**src/rtl/mmio_uart_pkg.sv**
```systemverilog
// Shared register map, STATUS bit positions and the serial state encoding
// used by both the transmit and receive sequencers of mmio_uart.
package mmio_uart_pkg;

   localparam logic [1:0] OFF_DATA   = 2'd0;
   localparam logic [1:0] OFF_STATUS = 2'd1;

   localparam int ST_TX_FULL      = 0;
   localparam int ST_TX_EMPTY     = 1;
   localparam int ST_TX_BUSY      = 2;
   localparam int ST_RX_AVAIL     = 3;
   localparam int ST_RX_OVERRUN   = 4;
   localparam int ST_TX_DROP      = 5;
   localparam int ST_RX_FRAME_ERR = 6;

   typedef enum logic [1:0] {
      IDLE  = 2'd0,
      START = 2'd1,
      DATA  = 2'd2,
      STOP  = 2'd3
   } uart_state_t;

endpackage

```
**src/rtl/sync_fifo.sv**
```systemverilog
// Single-clock FIFO with extra-MSB wrap pointers; a push on a full FIFO is
// accepted when a pop happens in the same cycle.
module sync_fifo #(
   parameter int WIDTH = 8,
   parameter int DEPTH = 16
) (
   input  logic             clk,
   input  logic             rst,
   input  logic             push,
   input  logic [WIDTH-1:0] din,
   input  logic             pop,
   output logic [WIDTH-1:0] head,
   output logic             full,
   output logic             empty
);

   localparam int AW = $clog2(DEPTH);

   logic [WIDTH-1:0] mem [DEPTH];
   logic [AW:0]      wptr;
   logic [AW:0]      rptr;
   logic             do_push;
   logic             do_pop;

   assign empty   = (wptr == rptr);
   assign full    = (wptr[AW] != rptr[AW]) && (wptr[AW-1:0] == rptr[AW-1:0]);
   assign do_pop  = pop & ~empty;
   assign do_push = push & (~full | do_pop);
   assign head    = mem[rptr[AW-1:0]];

   // NOTE: sequential state uses non-blocking assignments so every flop samples pre-edge values.
   always_ff @(posedge clk or posedge rst) begin
      if (rst) begin
         wptr <= '0;
         rptr <= '0;
      end else begin
         if (do_push) wptr <= wptr + (AW+1)'(1);
         if (do_pop)  rptr <= rptr + (AW+1)'(1);
      end
   end

   // NOTE: storage is deliberately not reset; only the pointers decide what is visible.
   always_ff @(posedge clk) begin
      if (do_push) mem[wptr[AW-1:0]] <= din;
   end

endmodule

```
**src/rtl/mmio_uart.sv**
```systemverilog
// Memory-mapped 8N1 UART on the core data bus: DATA/STATUS registers with
// BRAM-like one-cycle registered reads, TX and RX FIFOs, inline serial FSMs.
module mmio_uart
   import mmio_uart_pkg::*;
#(
   parameter logic [31:0] BASE_ADDR    = 32'h8000_0000,
   parameter int          CLKS_PER_BIT = 868,
   parameter int          FIFO_DEPTH   = 16
) (
   input  logic        clk,
   input  logic        rst,
   input  logic [31:0] adr,
   input  logic [31:0] writedata,
   input  logic        memwrite,
   input  logic        re,
   output logic [31:0] readdata,
   output logic        hit_q,
   output logic        txd,
   input  logic        rxd
);

   localparam int            CW       = $clog2(CLKS_PER_BIT);
   localparam logic [CW-1:0] CNT_LAST = CW'(CLKS_PER_BIT - 1);
   localparam logic [CW-1:0] CNT_HALF = CW'(CLKS_PER_BIT / 2 - 1);

   logic        hit;
   logic [1:0]  off;
   logic        status_wr;
   logic [31:0] status;
   logic [31:0] rd_mux;
   logic        unused_bits;

   logic        tx_push, tx_pop, tx_full, tx_empty;
   logic [7:0]  tx_head;
   uart_state_t tx_state;
   logic [CW-1:0] tx_cnt;
   logic [2:0]  tx_bit;
   logic [7:0]  tx_shift;

   logic        rx_push, rx_pop, rx_full, rx_empty;
   logic [7:0]  rx_head;
   logic [1:0]  rx_sync;
   logic        rx_s;
   uart_state_t rx_state;
   logic [CW-1:0] rx_cnt;
   logic [2:0]  rx_bit;
   logic [7:0]  rx_shift;
   logic        rx_stop_sample;

   logic        rx_overrun, tx_drop, rx_frame_err;

   assign hit         = (adr[31:4] == BASE_ADDR[31:4]);
   assign off         = adr[3:2];
   assign status_wr   = hit & memwrite & (off == OFF_STATUS);
   assign unused_bits = ^{adr[1:0], writedata[31:8]};

   assign tx_push = hit & memwrite & (off == OFF_DATA);
   assign tx_pop  = (tx_state == IDLE) & ~tx_empty;
   assign rx_pop  = hit & re & ~memwrite & (off == OFF_DATA) & ~rx_empty;

   sync_fifo #(.WIDTH(8), .DEPTH(FIFO_DEPTH)) u_tx_fifo (
      .clk   (clk),
      .rst   (rst),
      .push  (tx_push),
      .din   (writedata[7:0]),
      .pop   (tx_pop),
      .head  (tx_head),
      .full  (tx_full),
      .empty (tx_empty)
   );

   sync_fifo #(.WIDTH(8), .DEPTH(FIFO_DEPTH)) u_rx_fifo (
      .clk   (clk),
      .rst   (rst),
      .push  (rx_push),
      .din   (rx_shift),
      .pop   (rx_pop),
      .head  (rx_head),
      .full  (rx_full),
      .empty (rx_empty)
   );

   // NOTE: every combinational output gets a default first, so no path can infer a latch.
   always_comb begin
      status                  = '0;
      status[ST_TX_FULL]      = tx_full;
      status[ST_TX_EMPTY]     = tx_empty;
      status[ST_TX_BUSY]      = (tx_state != IDLE);
      status[ST_RX_AVAIL]     = ~rx_empty;
      status[ST_RX_OVERRUN]   = rx_overrun;
      status[ST_TX_DROP]      = tx_drop;
      status[ST_RX_FRAME_ERR] = rx_frame_err;
   end

   always_comb begin
      rd_mux = '0;
      case (off)
         OFF_DATA:   rd_mux = rx_empty ? 32'h0 : {24'h0, rx_head};
         OFF_STATUS: rd_mux = status;
         default:    rd_mux = '0;
      endcase
   end

   always_ff @(posedge clk or posedge rst) begin
      if (rst) begin
         readdata <= '0;
         hit_q    <= 1'b0;
      end else begin
         readdata <= hit ? rd_mux : 32'h0;
         hit_q    <= hit;
      end
   end

   always_ff @(posedge clk or posedge rst) begin
      if (rst) begin
         tx_state <= IDLE;
         tx_cnt   <= '0;
         tx_bit   <= '0;
         tx_shift <= '0;
         txd      <= 1'b1;
      end else begin
         case (tx_state)
            IDLE: begin
               txd    <= 1'b1;
               tx_cnt <= '0;
               if (!tx_empty) begin
                  tx_shift <= tx_head;
                  txd      <= 1'b0;
                  tx_state <= START;
               end
            end
            START: begin
               if (tx_cnt == CNT_LAST) begin
                  tx_cnt   <= '0;
                  tx_bit   <= '0;
                  txd      <= tx_shift[0];
                  tx_shift <= {1'b0, tx_shift[7:1]};
                  tx_state <= DATA;
               end else begin
                  tx_cnt <= tx_cnt + CW'(1);
               end
            end
            DATA: begin
               if (tx_cnt == CNT_LAST) begin
                  tx_cnt <= '0;
                  if (tx_bit == 3'd7) begin
                     txd      <= 1'b1;
                     tx_state <= STOP;
                  end else begin
                     tx_bit   <= tx_bit + 3'd1;
                     txd      <= tx_shift[0];
                     tx_shift <= {1'b0, tx_shift[7:1]};
                  end
               end else begin
                  tx_cnt <= tx_cnt + CW'(1);
               end
            end
            STOP: begin
               if (tx_cnt == CNT_LAST) begin
                  tx_cnt   <= '0;
                  tx_state <= IDLE;
               end else begin
                  tx_cnt <= tx_cnt + CW'(1);
               end
            end
            default: tx_state <= IDLE;
         endcase
      end
   end

   // Two-flop synchronizer; idles high so reset never looks like a start bit.
   always_ff @(posedge clk or posedge rst) begin
      if (rst) rx_sync <= 2'b11;
      else     rx_sync <= {rx_sync[0], rxd};
   end
   assign rx_s = rx_sync[1];

   assign rx_stop_sample = (rx_state == STOP) && (rx_cnt == CNT_LAST);
   assign rx_push        = rx_stop_sample & rx_s;

   always_ff @(posedge clk or posedge rst) begin
      if (rst) begin
         rx_state <= IDLE;
         rx_cnt   <= '0;
         rx_bit   <= '0;
         rx_shift <= '0;
      end else begin
         case (rx_state)
            IDLE: begin
               rx_cnt <= '0;
               if (!rx_s) rx_state <= START;
            end
            START: begin
               if (rx_cnt == CNT_HALF) begin
                  rx_cnt   <= '0;
                  rx_bit   <= '0;
                  rx_state <= rx_s ? IDLE : DATA;
               end else begin
                  rx_cnt <= rx_cnt + CW'(1);
               end
            end
            DATA: begin
               if (rx_cnt == CNT_LAST) begin
                  rx_cnt   <= '0;
                  rx_shift <= {rx_s, rx_shift[7:1]};
                  if (rx_bit == 3'd7) rx_state <= STOP;
                  else                rx_bit   <= rx_bit + 3'd1;
               end else begin
                  rx_cnt <= rx_cnt + CW'(1);
               end
            end
            STOP: begin
               if (rx_cnt == CNT_LAST) begin
                  rx_cnt   <= '0;
                  rx_state <= IDLE;
               end else begin
                  rx_cnt <= rx_cnt + CW'(1);
               end
            end
            default: rx_state <= IDLE;
         endcase
      end
   end

   // Sticky flags: a new event in the same cycle as a clear wins.
   always_ff @(posedge clk or posedge rst) begin
      if (rst) begin
         rx_overrun   <= 1'b0;
         tx_drop      <= 1'b0;
         rx_frame_err <= 1'b0;
      end else begin
         if (status_wr && writedata[ST_RX_OVERRUN])   rx_overrun   <= 1'b0;
         if (status_wr && writedata[ST_TX_DROP])      tx_drop      <= 1'b0;
         if (status_wr && writedata[ST_RX_FRAME_ERR]) rx_frame_err <= 1'b0;
         if (rx_push && rx_full && !rx_pop)           rx_overrun   <= 1'b1;
         if (tx_push && tx_full && !tx_pop)           tx_drop      <= 1'b1;
         if (rx_stop_sample && !rx_s)                 rx_frame_err <= 1'b1;
      end
   end

endmodule

```
**config.mk**
```make
export PLATFORM = sky130hd
export DESIGN_NAME = mmio_uart
export DESIGN_NICKNAME = d
export VERILOG_FILES = /design/src/rtl/mmio_uart_pkg.sv /design/src/rtl/sync_fifo.sv /design/src/rtl/mmio_uart.sv
export SDC_FILE = /design/constraint.sdc
export NUM_CORES = 1
export LEC_CHECK = 0
export CAP_MARGIN = 30
export CORE_UTILIZATION = 35
export CTS_CLUSTER_DIAMETER = 40
export CTS_CLUSTER_SIZE = 30
export DETAILED_ROUTE_END_ITERATION = 8
export PLACE_DENSITY_LB_ADDON = 0.3
export SLEW_MARGIN = 20
export SYNTH_ARGS = -nofsm -noshare
export SYNTH_HDL_FRONTEND = slang
export SYNTH_SLANG_ARGS = --single-unit
export TNS_END_PERCENT = 20
```
**constraint.sdc**
```tcl
create_clock -name clk -period 4.48 [get_ports clk]
set_input_delay 0.896 -clock clk [delete_from_list [all_inputs] [get_ports clk]]
set_output_delay 0.896 -clock clk [all_outputs]
set_load 0.01 [all_outputs]
```
==> results.toml <==
[yosys]
synth_edf_count = 256
synth_top_family_by_area = "multiplexers"
async_flop_share_pct = 24.0
synthTopCellsByArea = "edfxtp_1 54%, dfrtp_1 14%, mux4_2 5.0%, mux2i_1 4.9%, ha_1 1.8%"
netlist_top_cells_count = "256 x edfxtp_1, 78 x dfrtp_1, 70 x mux2i_1"
synth_mux_area_share_pct = 11.6
synth.most_common_cell = "edfxtp_1"
synth_area_leader_cell = "edfxtp_1"
seq_area_frac_synth_pct = 68.0
ys.flop_type = "edfxtp_1"
synth.avg_cell_area_um2 = 15.7
synthSimpleGateAreaFrac_pct = 8.32
synth-compound-area-share_pct = 4.78
synthAdderAreaFrac_pct = 1.84
yosysWarnings = 0
syn_inst = 912
syn_area_mm2 = 0.0143
ys_types = 63
synth_top_area_share_pct = 53.8
synth_xor_area_share_pct = 2.39
ys_ff_latch = 337

[global_route]
grt.total_usage_pct = 14.3
antenna_found_initial = 0
grt_max_degree = 44
grt_pass1_wl_um = 45700
first_global_vias = 7853
grt_overflow_total = 0

[drt]
drtAntennaViolNets = 0
met1_length_um = 13200
wl_per_cell_um = 18.9
first_iter_violations = 580
route.detailed.drc = 0
highest_layer = "met4"
wl_met2_um = 14000
wl_met3_um = 1270
via_count = 7605
wirelength_um = 29100
drtPass1Iterations = 5
viasPerCell = 4.94

[power_and_ir_drop]
p_int_w = 0.00553
net-switching-power_w = 0.00142
power_frac_clock_pct = 50.5
p_seq_share_pct = 48.2
p_per_area_mw_per_mm2 = 414
combinationalPowerShare_pct = 1.3
leakage_nw = 6.19
sw_frac_of_total_pct = 20.4
vdd_drop_max_mv = 0.292

[timing]
setup_viol = 0
max_freq_mhz = 310
slew_headroom_pct = 38.3
tightest_slew_ns = 0.924
rsz0062_at_grt = "false"
fin_crit_sh_pct = 72.0
final_hold_viol_count = 0
fin_ws_ns = 1.25
skew_ns = 0.0227
period_minus_slack_ns = 3.23
slew_viol_final = 0
holdWs_ns = 0.359
setup_tns_ns = 0

[critical_path]
critical_path.max_stage_delay_ns = 0.55
arrival_ns = 3.39
ff2ff_setup_slack_ns = 1.57
crit_type = "input pin to flip-flop"
worst_setup_path_end_kind = "flip-flop"
critical_path.cell_chain = "clkdlybuf4s50_1 > or4_4 > or3_4 > nor4_4 > o21a_4 > and3_1"
slowest_stage = "and3_1"
startpoint_type = "input pin"
critPathMaxFanout = 14
required_ns = 4.64

[finish]
diodes = 0
final_cells = 1539
final_area_mm2 = 0.0168
area_delta_synth_final_pct = 17.4
fin_nets = 1072
drive_gt1_share_pct = 15.5

[clocking]
cts_tree = "done"
cts_made_buffers = 42
cts_setup_buffers = 0
cts.sinks = 337
clock_path_buffers = 3
cts.clk_slew.worst_paths_ns = 0.06
root_buffer = "clkbuf_16"
ctsResizeCount = 0
htreeDepth = 2
cts_hold_buf = 0
insertion_delay_ns = 0.54

[die]
die_height_um = 204
rows = 73
start_util_pct = 35.7
io_pins = 103
die_w_um = 204
core_area_mm2 = 0.0400
fp.dieArea_mm2 = 0.0417

[placement]
port_buffers = 52
gp_congestion = 0.752
hpwl_um = 19000
place_area_mm2 = 0.0153
place_inst = 1463
preCtsSetupSlack_ns = 0.699

[flow_run]
maxCapViolCount = 0

[worst_hold_path]
min_path_type = "flip-flop to flip-flop"

[outcome]
outcome = "finished, final reports clean"
-- sequential cells by signal, summed over array words and instances (netlist names), 2 cells and up, named ones only --
signal and cells:
rx_bit 3, readdata 8, u_rx_fifo.mem 128, u_tx_fifo.mem 128
u_tx_fifo.wptr 5, u_tx_fifo.rptr 5, tx_bit 3, rx_cnt 10
tx_shift 8, tx_state 2, rx_shift 8, tx_cnt 10
rx_sync 2, u_rx_fifo.rptr 5, u_rx_fifo.wptr 5
-- critical path: cells and delay by family --
family	cells	cell delay, ns
compound gates	1	0.25
simple gates	4	1.83
buf+inv	1	0.40
-- area by class of cell --
type | count | area, µm²
tap | 525 | 657
sequential | 337 | 9720
inverter | 18 | 68.8
fill | 3665 | 23200
clock buffer | 51 | 1140
timing repair buffer | 68 | 641
clock inverter | 25 | 340
multi-input combinational | 515 | 4230
-- final timing paths --
| path | cells after the start | from | to |
|---|---|---|---|
| setup reg to reg | 5 | u_tx_fifo.rptr[2]$_DFFE_PP0P_ | u_tx_fifo.mem[10][6]$_DFFE_PP_ |
| hold / removal | 0 | rx_sync[0]$_DFF_PP1_ | rx_sync[1]$_DFF_PP1_ |
| max in group asynchronous | 3 | rst | rx_sync[0]$_DFF_PP1_ |
| hold reg to reg | 0 | rx_sync[0]$_DFF_PP1_ | rx_sync[1]$_DFF_PP1_ |
| setup / recovery | 6 | adr[19] | u_rx_fifo.mem[6][2]$_DFFE_PP_ |
| min in group asynchronous | 2 | rst | rx_cnt[6]$_DFF_PP0_ |
-- per-layer routing --
| layer | vias to the layer above | global-route usage, % |
|---|---|---|
| li1 | 3596 | - |
| met1 | 3809 | 19.4 |
| met2 | 149 | 23.5 |
| met3 | 51 | 2.71 |
| met4 | 0 | 3.97 |
| met5 | - | 0 |
-- layout by cell type, fill, tap and decap left out, types with 15 or more instances in the layout --
cell type        instances
edfxtp_1               256
xor2_1                  15
clkdlybuf4s50_1         52
a22oi_1                 27
ha_1                    21
inv_1                   17
nor2_1                  37
nand2_1                 28
clkbuf_16               43
mux2i_1                 70
nand3_1                 28
xnor2_1                 24
mux2_2                  21
buf_4                   16
and3_1                  27
dfrtp_1                 75
nor2b_1                 26
mux4_2                  32
conb_1                  24
-- power groups by stage --
stage               Sequential, W  Combinational [W]  Clock, W
detailed placement        0.00341          0.0000906         0
global placement          0.00341          0.0000883         0
global route              0.00335          0.0000989   0.00371
floorplan                 0.00341          0.0000395         0
CTS                       0.00335          0.0000908   0.00359
finish                    0.00335          0.0000885   0.00351
-- per-stage QoR --
| step | power [W] | util (%) |
|---|---|---|
| 3_3_place_gp | 0.00350 | 38.3 |
| 4_1_cts | 0.00702 | 42.0 |
| 5_1_grt | 0.00716 | 42.0 |
| 6_report | 0.00695 | 42.0 |
| 3_5_place_dp | 0.00350 | 38.3 |
| 2_1_floorplan | 0.00345 | - |
-- kinds of logic (layout without fill, tap and decap cells) --
family | after synthesis | after routing
buffers and inverters | 83 | 162
muxes | 123 | 123
adders and majority gates | 21 | 21
AOI/OAI and AO/OA | 97 | 97
and+or+nand+nor | 211 | 211
xor gates and xnor gates | 39 | 39
other | 1 | 24
DFF | 337 | 337
No activity file was read; power rests on OpenSTA's default activity.
